[src/rtl/hsid_pkg.sv]
// Shared widths and pipeline control type for the hyperspectral MSE datapath.
package hsid_pkg;

  localparam int HSID_WORD_WIDTH        = 32;
  localparam int HSID_DATA_WIDTH        = HSID_WORD_WIDTH / 2;
  localparam int HSID_HSP_BANDS_WIDTH   = 12;
  localparam int HSID_HSP_LIBRARY_WIDTH = 10;
  localparam int HSID_MSE_WIDTH         = 32;

  typedef struct packed {
    logic valid;
    logic start;
    logic last;
  } hsid_ctl_t;

  function automatic int hsid_max(input int a, input int b);
    return (a > b) ? a : b;
  endfunction

endpackage

[src/rtl/hsid_sq_df.sv]
// One lane: registered |a-b| followed by a registered full-precision square.
module hsid_sq_df
  import hsid_pkg::*;
#(
  parameter int DATA_WIDTH = HSID_DATA_WIDTH
) (
  input  logic                      clk,
  input  logic                      rst_n,
  input  logic [DATA_WIDTH-1:0]     a,
  input  logic [DATA_WIDTH-1:0]     b,
  output logic [2*DATA_WIDTH-1:0]   sq
);

  localparam int SQ_W = 2 * DATA_WIDTH;

  logic [DATA_WIDTH-1:0] diff_r;

  // Absolute difference stage.
  always_ff @(posedge clk or negedge rst_n) begin
    if (!rst_n) begin
      diff_r <= '0;
    end else begin
      diff_r <= (a >= b) ? (a - b) : (b - a);
    end
  end

  // Square stage, widened before the multiply so nothing is truncated.
  always_ff @(posedge clk or negedge rst_n) begin
    if (!rst_n) begin
      sq <= '0;
    end else begin
      sq <= SQ_W'(diff_r) * SQ_W'(diff_r);
    end
  end

endmodule

[src/rtl/hsid_mse.sv]
// Five-stage sum-of-squared-differences engine, two bands per word.
// Define HSID_MSE_SAT_EN to saturate the accumulator instead of wrapping.
module hsid_mse
  import hsid_pkg::*;
#(
  parameter int WORD_WIDTH        = HSID_WORD_WIDTH,
  parameter int HSP_BANDS_WIDTH   = HSID_HSP_BANDS_WIDTH,
  parameter int HSP_LIBRARY_WIDTH = HSID_HSP_LIBRARY_WIDTH,
  parameter int MSE_WIDTH         = HSID_MSE_WIDTH
) (
  input  logic                         clk,
  input  logic                         rst_n,
  input  logic                         clear,
  input  logic                         band_pack_valid,
  input  logic                         band_pack_start,
  input  logic                         band_pack_last,
  input  logic [WORD_WIDTH-1:0]        vctr1,
  input  logic [WORD_WIDTH-1:0]        vctr2,
  input  logic [HSP_BANDS_WIDTH-1:0]   hsp_bands,
  input  logic [HSP_LIBRARY_WIDTH-1:0] hsp_ref_idx,
  output logic                         mse_valid,
  output logic [MSE_WIDTH-1:0]         mse_value,
  output logic [HSP_LIBRARY_WIDTH-1:0] mse_ref,
  output logic                         mse_overflow
);

  localparam int DW    = WORD_WIDTH / 2;
  localparam int SQ_W  = 2 * DW;
  localparam int SUM_W = SQ_W + 1;
  localparam int EXT_W = hsid_max(MSE_WIDTH, SUM_W) + 1;

  hsid_ctl_t s1_ctl_r, s2_ctl_r, s3_ctl_r, s4_ctl_r;
  logic [HSP_LIBRARY_WIDTH-1:0] s1_ref_r, s2_ref_r, s3_ref_r, s4_ref_r;
  logic [WORD_WIDTH-1:0] s1_v1_r, s1_v2_r;
  logic [SQ_W-1:0]       sq_s [2];
  logic [SUM_W-1:0]      s4_sum_r;

  logic [MSE_WIDTH-1:0]  acc_r;
  logic                  ovf_r;
  logic                  in_ref_r;
  logic                  res_valid_r;
  logic [MSE_WIDTH-1:0]  res_val_r;
  logic [HSP_LIBRARY_WIDTH-1:0] res_ref_r;
  logic                  res_ovf_r;

  logic                  mask_hi_s;
  logic [EXT_W-1:0]      total_s;
  logic [MSE_WIDTH-1:0]  acc_nxt_s;
  logic                  pack_ovf_s;
  logic                  ovf_nxt_s;
  logic                  take_s;
  logic                  emit_s;
  logic                  unused_bands_s;

  // Only the parity of the band count matters to the datapath.
  assign unused_bands_s = &{1'b0, hsp_bands[HSP_BANDS_WIDTH-1:1]};
  assign mask_hi_s      = band_pack_valid & band_pack_last & hsp_bands[0];

  // S1 input register; an odd band count zeroes both upper halves of the last pack.
  always_ff @(posedge clk or negedge rst_n) begin
    if (!rst_n) begin
      s1_ctl_r <= '0;
      s1_ref_r <= '0;
      s1_v1_r  <= '0;
      s1_v2_r  <= '0;
    end else if (clear) begin
      s1_ctl_r <= '0;
    end else begin
      s1_ctl_r.valid <= band_pack_valid;
      s1_ctl_r.start <= band_pack_valid & band_pack_start;
      s1_ctl_r.last  <= band_pack_valid & band_pack_last;
      s1_ref_r       <= hsp_ref_idx;
      s1_v1_r        <= mask_hi_s ? {{DW{1'b0}}, vctr1[DW-1:0]} : vctr1;
      s1_v2_r        <= mask_hi_s ? {{DW{1'b0}}, vctr2[DW-1:0]} : vctr2;
    end
  end

  for (genvar l = 0; l < 2; l++) begin : g_lane
    hsid_sq_df #(.DATA_WIDTH(DW)) u_sq_df (
      .clk   (clk),
      .rst_n (rst_n),
      .a     (s1_v1_r[l*DW +: DW]),
      .b     (s1_v2_r[l*DW +: DW]),
      .sq    (sq_s[l])
    );
  end

  // Control and reference index ride alongside S2..S4; S4 also forms the lane sum.
  always_ff @(posedge clk or negedge rst_n) begin
    if (!rst_n) begin
      s2_ctl_r <= '0;
      s3_ctl_r <= '0;
      s4_ctl_r <= '0;
      s2_ref_r <= '0;
      s3_ref_r <= '0;
      s4_ref_r <= '0;
      s4_sum_r <= '0;
    end else if (clear) begin
      s2_ctl_r <= '0;
      s3_ctl_r <= '0;
      s4_ctl_r <= '0;
    end else begin
      s2_ctl_r <= s1_ctl_r;
      s3_ctl_r <= s2_ctl_r;
      s4_ctl_r <= s3_ctl_r;
      s2_ref_r <= s1_ref_r;
      s3_ref_r <= s2_ref_r;
      s4_ref_r <= s3_ref_r;
      s4_sum_r <= SUM_W'(sq_s[0]) + SUM_W'(sq_s[1]);
    end
  end

  // S5 accumulate; packs arriving outside an open reference are dropped.
  always_comb begin
    total_s    = (s4_ctl_r.start ? {EXT_W{1'b0}} : EXT_W'(acc_r)) + EXT_W'(s4_sum_r);
`ifdef HSID_MSE_SAT_EN
    pack_ovf_s = |total_s[EXT_W-1:MSE_WIDTH];
    acc_nxt_s  = pack_ovf_s ? {MSE_WIDTH{1'b1}} : total_s[MSE_WIDTH-1:0];
`else
    pack_ovf_s = 1'b0;
    acc_nxt_s  = total_s[MSE_WIDTH-1:0];
`endif
    ovf_nxt_s  = (s4_ctl_r.start ? 1'b0 : ovf_r) | pack_ovf_s;
    take_s     = s4_ctl_r.valid & (s4_ctl_r.start | in_ref_r);
    emit_s     = take_s & s4_ctl_r.last;
  end

`ifndef HSID_MSE_SAT_EN
  logic unused_hi_s;
  assign unused_hi_s = |total_s[EXT_W-1:MSE_WIDTH];
`endif

  // S5 state: accumulator, open-reference flag and staged result.
  always_ff @(posedge clk or negedge rst_n) begin
    if (!rst_n) begin
      acc_r       <= '0;
      ovf_r       <= 1'b0;
      in_ref_r    <= 1'b0;
      res_valid_r <= 1'b0;
      res_val_r   <= '0;
      res_ref_r   <= '0;
      res_ovf_r   <= 1'b0;
    end else if (clear) begin
      acc_r       <= '0;
      ovf_r       <= 1'b0;
      in_ref_r    <= 1'b0;
      res_valid_r <= 1'b0;
    end else begin
      res_valid_r <= emit_s;
      if (take_s) begin
        acc_r    <= emit_s ? {MSE_WIDTH{1'b0}} : acc_nxt_s;
        ovf_r    <= emit_s ? 1'b0 : ovf_nxt_s;
        in_ref_r <= ~emit_s;
      end
      if (emit_s) begin
        res_val_r <= acc_nxt_s;
        res_ref_r <= s4_ref_r;
        res_ovf_r <= ovf_nxt_s;
      end
    end
  end

  // Output register; value, index and overflow hold between strobes.
  always_ff @(posedge clk or negedge rst_n) begin
    if (!rst_n) begin
      mse_valid    <= 1'b0;
      mse_value    <= '0;
      mse_ref      <= '0;
      mse_overflow <= 1'b0;
    end else if (clear) begin
      mse_valid    <= 1'b0;
    end else begin
      mse_valid <= res_valid_r;
      if (res_valid_r) begin
        mse_value    <= res_val_r;
        mse_ref      <= res_ref_r;
        mse_overflow <= res_ovf_r;
      end
    end
  end

endmodule

[config.mk]
export PLATFORM = sky130hd
export DESIGN_NAME = hsid_mse
export DESIGN_NICKNAME = d
export VERILOG_FILES = /design/src/rtl/hsid_pkg.sv /design/src/rtl/hsid_sq_df.sv /design/src/rtl/hsid_mse.sv
export SDC_FILE = /design/constraint.sdc
export NUM_CORES = 2
export LEC_CHECK = 0
export BUFFER_PORTS_ARGS = -buffer_cell sky130_fd_sc_hd__buf_4
export CAP_MARGIN = 15
export CORE_ASPECT_RATIO = 0.8
export CORE_MARGIN = 2
export CORE_UTILIZATION = 55
export CTS_CLUSTER_DIAMETER = 60
export DETAILED_ROUTE_END_ITERATION = 6
export HOLD_SLACK_MARGIN = 0.02
export PLACE_DENSITY = 0.76
export RECOVER_POWER = 100
export SLEW_MARGIN = 5
export SYNTH_ARGS = -nofsm -noshare
export SYNTH_HDL_FRONTEND = slang
export SYNTH_SLANG_ARGS = --single-unit
[constraint.sdc]
create_clock -name clk -period 6.55 [get_ports clk]
set_input_delay 0.3275 -clock clk [delete_from_list [all_inputs] [get_ports clk]]
set_output_delay 0.3275 -clock clk [all_outputs]
set_load 0.1 [all_outputs]
==> reports/results.ini <==
[outcome]
status=complete, but fails checks
violations=capacitance limit, slew limit

[hold_path]
min_to=s1_ctl_r[2]
hold_depth=2
hold_class=in2reg
worstHoldStart=band_pack_valid

[cells_and_area]
finish.utilization_pct=62.34
multiInputGateArea_um2=20610
drive_above_1_share_pct=11.74
flow.area_growth_from_synthesis_pct=12.04
final_nets=4149
regArea_um2=9112
fill_cells=4691

[sta]
worst_pin_slew_ps=3430
slew_headroom_pct=-128.7
grt_setup_unrepaired=no
fin_crit_ps=6291
drv_slew=665
hold_violations=0
layout_setup_ws_ps=259.4
finalSetupTns_ps=0
post-route-period-util_pct=96.04
whs_ps=140.8
setup_violations=0
clock.fmax_ghz=0.1590
clock_skew_ps=16.17

[clocking]
cts_buffers=42
h-tree-depth=2
clock_sinks=364
cts_buffer_depth=3
root_buffer=clkbuf_16
cts_tree=built
clock_latency_ps=570
clk_transition_reported_paths_ps=60

[grt]
globalRouteTotalUtil_pct=23.81
antenna_found_initial=0
grt_pass1_wl_um=118000
grt_start_max_net_pins=167
grt_overflow=0
grt_pass1_vias=23670

[synthesis]
ys_seq_elements=364
syn_area_um2=32390
syn_inst=3194
synth.area.top_cells=dfrtp_1 (28%), fa_1 (20%), ha_1 (13%)
synth_cell_type_count=78
syn_avg_cell_area_um2=10.14
async_flop_share_pct=100.0
seq_area_frac_synth_pct=28.12
post-synth-top-count-cell=inv_1
syn_nets=3941
ys_dominant_reg_cell=dfrtp_1
yosys_warnings=0
synth_top_area_share_pct=28.12
synth_top_area_cell=dfrtp_1
ys_top_cells_by_count=inv_1 (576), dfrtp_1 (364), fa_1 (329), ha_1 (326), nand2_1 (238)
synth_edf_count=0

[critical_path]
max_stage_delay_ps=560
crit_top_cell=fa_1
critPathBufInv=5
worstPathRequired_ps=7040
startpoint=g_lane[1].u_sq_df.diff_r[8]
rrSetupSlack_ps=260
end_kind=flop
r2r-end=g_lane[1].u_sq_df.sq[29]
worstPathArrival_ps=6780
crit_family=adder cells
worst_r2r_startpoint=g_lane[1].u_sq_df.diff_r[8]
path_class=reg2reg
path_cells=nand2_1 > inv_1 > fa_1 > inv_1 > fa_1 > inv_1 > fa_1 > inv_1 > fa_1 > inv_1 > fa_1 > fa_1 > ha_1 > o21ai_0 > o21ai_1 > a21oi_1 > o21ai_0 > a221o_1 > a41oi_2 > o21ai_0 > a21oi_1 > xnor2_1
rr_worst_depth=22
crit_path_start_kind=flop
crit_path_max_fanout=10
cp_slowest_cell=dfrtp_1

[floorplan]
ioPinCount=136
die_area_um2=60870
initial_core_util_pct=55.64
die_h_um=221.1
die_x_um=275.3
core_area_um2=58220
fp-row-count=79

[routing]
vias=22650
dr.pass1.iters=6
route.antenna.remaining_nets=0
routedWlPerCell_um=16.46
routed_wl_um=69180
remaining_drc_errors=0
dr.first_iter.drc_count=1270
vias_per_cell=5.388

[placement]
gp_congestion=0.9127
portBuffers=124
post-place-ws_ps=251.0
dp_hpwl_um=52550

[job]
maxCapViolations=9

## registers in the layout, summed over array words and instances (netlist names), 3 cells and up
signal / cells
s1_ctl_r: 3
s1_ref_r: 10
mse_ref: 10
g_lane.u_sq_df.diff_r: 32
s4_ref_r: 10
s4_ctl_r: 3
s1_v2_r: 32
s3_ctl_r: 3
mse_value: 32
g_lane.u_sq_df.sq: 62
acc_r: 32
s2_ref_r: 10
res_ref_r: 10
s2_ctl_r: 3
s4_sum_r: 32
s3_ref_r: 10
s1_v1_r: 32
res_val_r: 32
## worst max path at each step
stage                                     to  slack [ps]  cells after the start
global placement    g_lane[1].u_sq_df.sq[31]         320                     22
global route        g_lane[1].u_sq_df.sq[29]          20                     22
detailed placement  g_lane[1].u_sq_df.sq[31]         250                     22
finish              g_lane[1].u_sq_df.sq[29]         260                     22
floorplan           g_lane[1].u_sq_df.sq[31]         600                     22
CTS                 g_lane[1].u_sq_df.sq[31]         240                     22
## layout by cell type, fill, tap and decap left out, types with 90 or more instances in the layout
cell,count
inv_1,576
a21oi_1,123
dfrtp_1,361
o21ai_0,90
xnor2_1,98
ha_1,326
nand2_1,238
mux2_2,159
buf_4,134
fa_1,329
nor2_1,117
## area by class of cell
cell class	instances	area share [%]
Antenna cell	1	0.006894
Multi-Input combinational cell	2145	56.78
Tap cell	769	2.651
Timing Repair Buffer	273	5.588
Inverter	576	5.957
Clock inverter	21	0.6067
Clock buffer	55	3.306
Sequential cell	364	25.11
## cell families after synthesis
group / Yosys count / share of synthesized area (%)
AND/OR/NAND/NOR: 632 / 9.308
XOR/XNOR: 154 / 4.164
AO/OA/AOI/OAI: 520 / 10.98
buffers and inverters: 685 / 8.153
flip-flops: 364 / 28.12
adder cells (fa/ha/maj): 655 / 32.92
multiplexers: 184 / 6.350
## through the flow
stage / cells / instance area (um2)
CTS: 4202 / 36590
global placement: 4050 / 34410
global route: 4203 / 36290
detailed placement: 4050 / 34410
finish: 4204 / 36300
floorplan: 3194 / 32390
## routing by layer
metal	global-route usage, %	share of wire [%]	up-vias
met5	0	0	-
met4	5.196	1.7	0
met3	4.026	5.8	94
met2	37.61	46	562
met1	34.55	47	11200
li1	-	-	10800
## repair_timing
action	4_1_cts	5_1_grt
gates resized for setup	0	3
hold buffers	76	1
buffers inserted	0	0
setup endpoints to repair	0	3
endpoints found under the hold margin	127	1
Power is left out: the tool's default activity adds up to more than one toggle a clock period on the data nets, which glitch-free logic cannot reach.
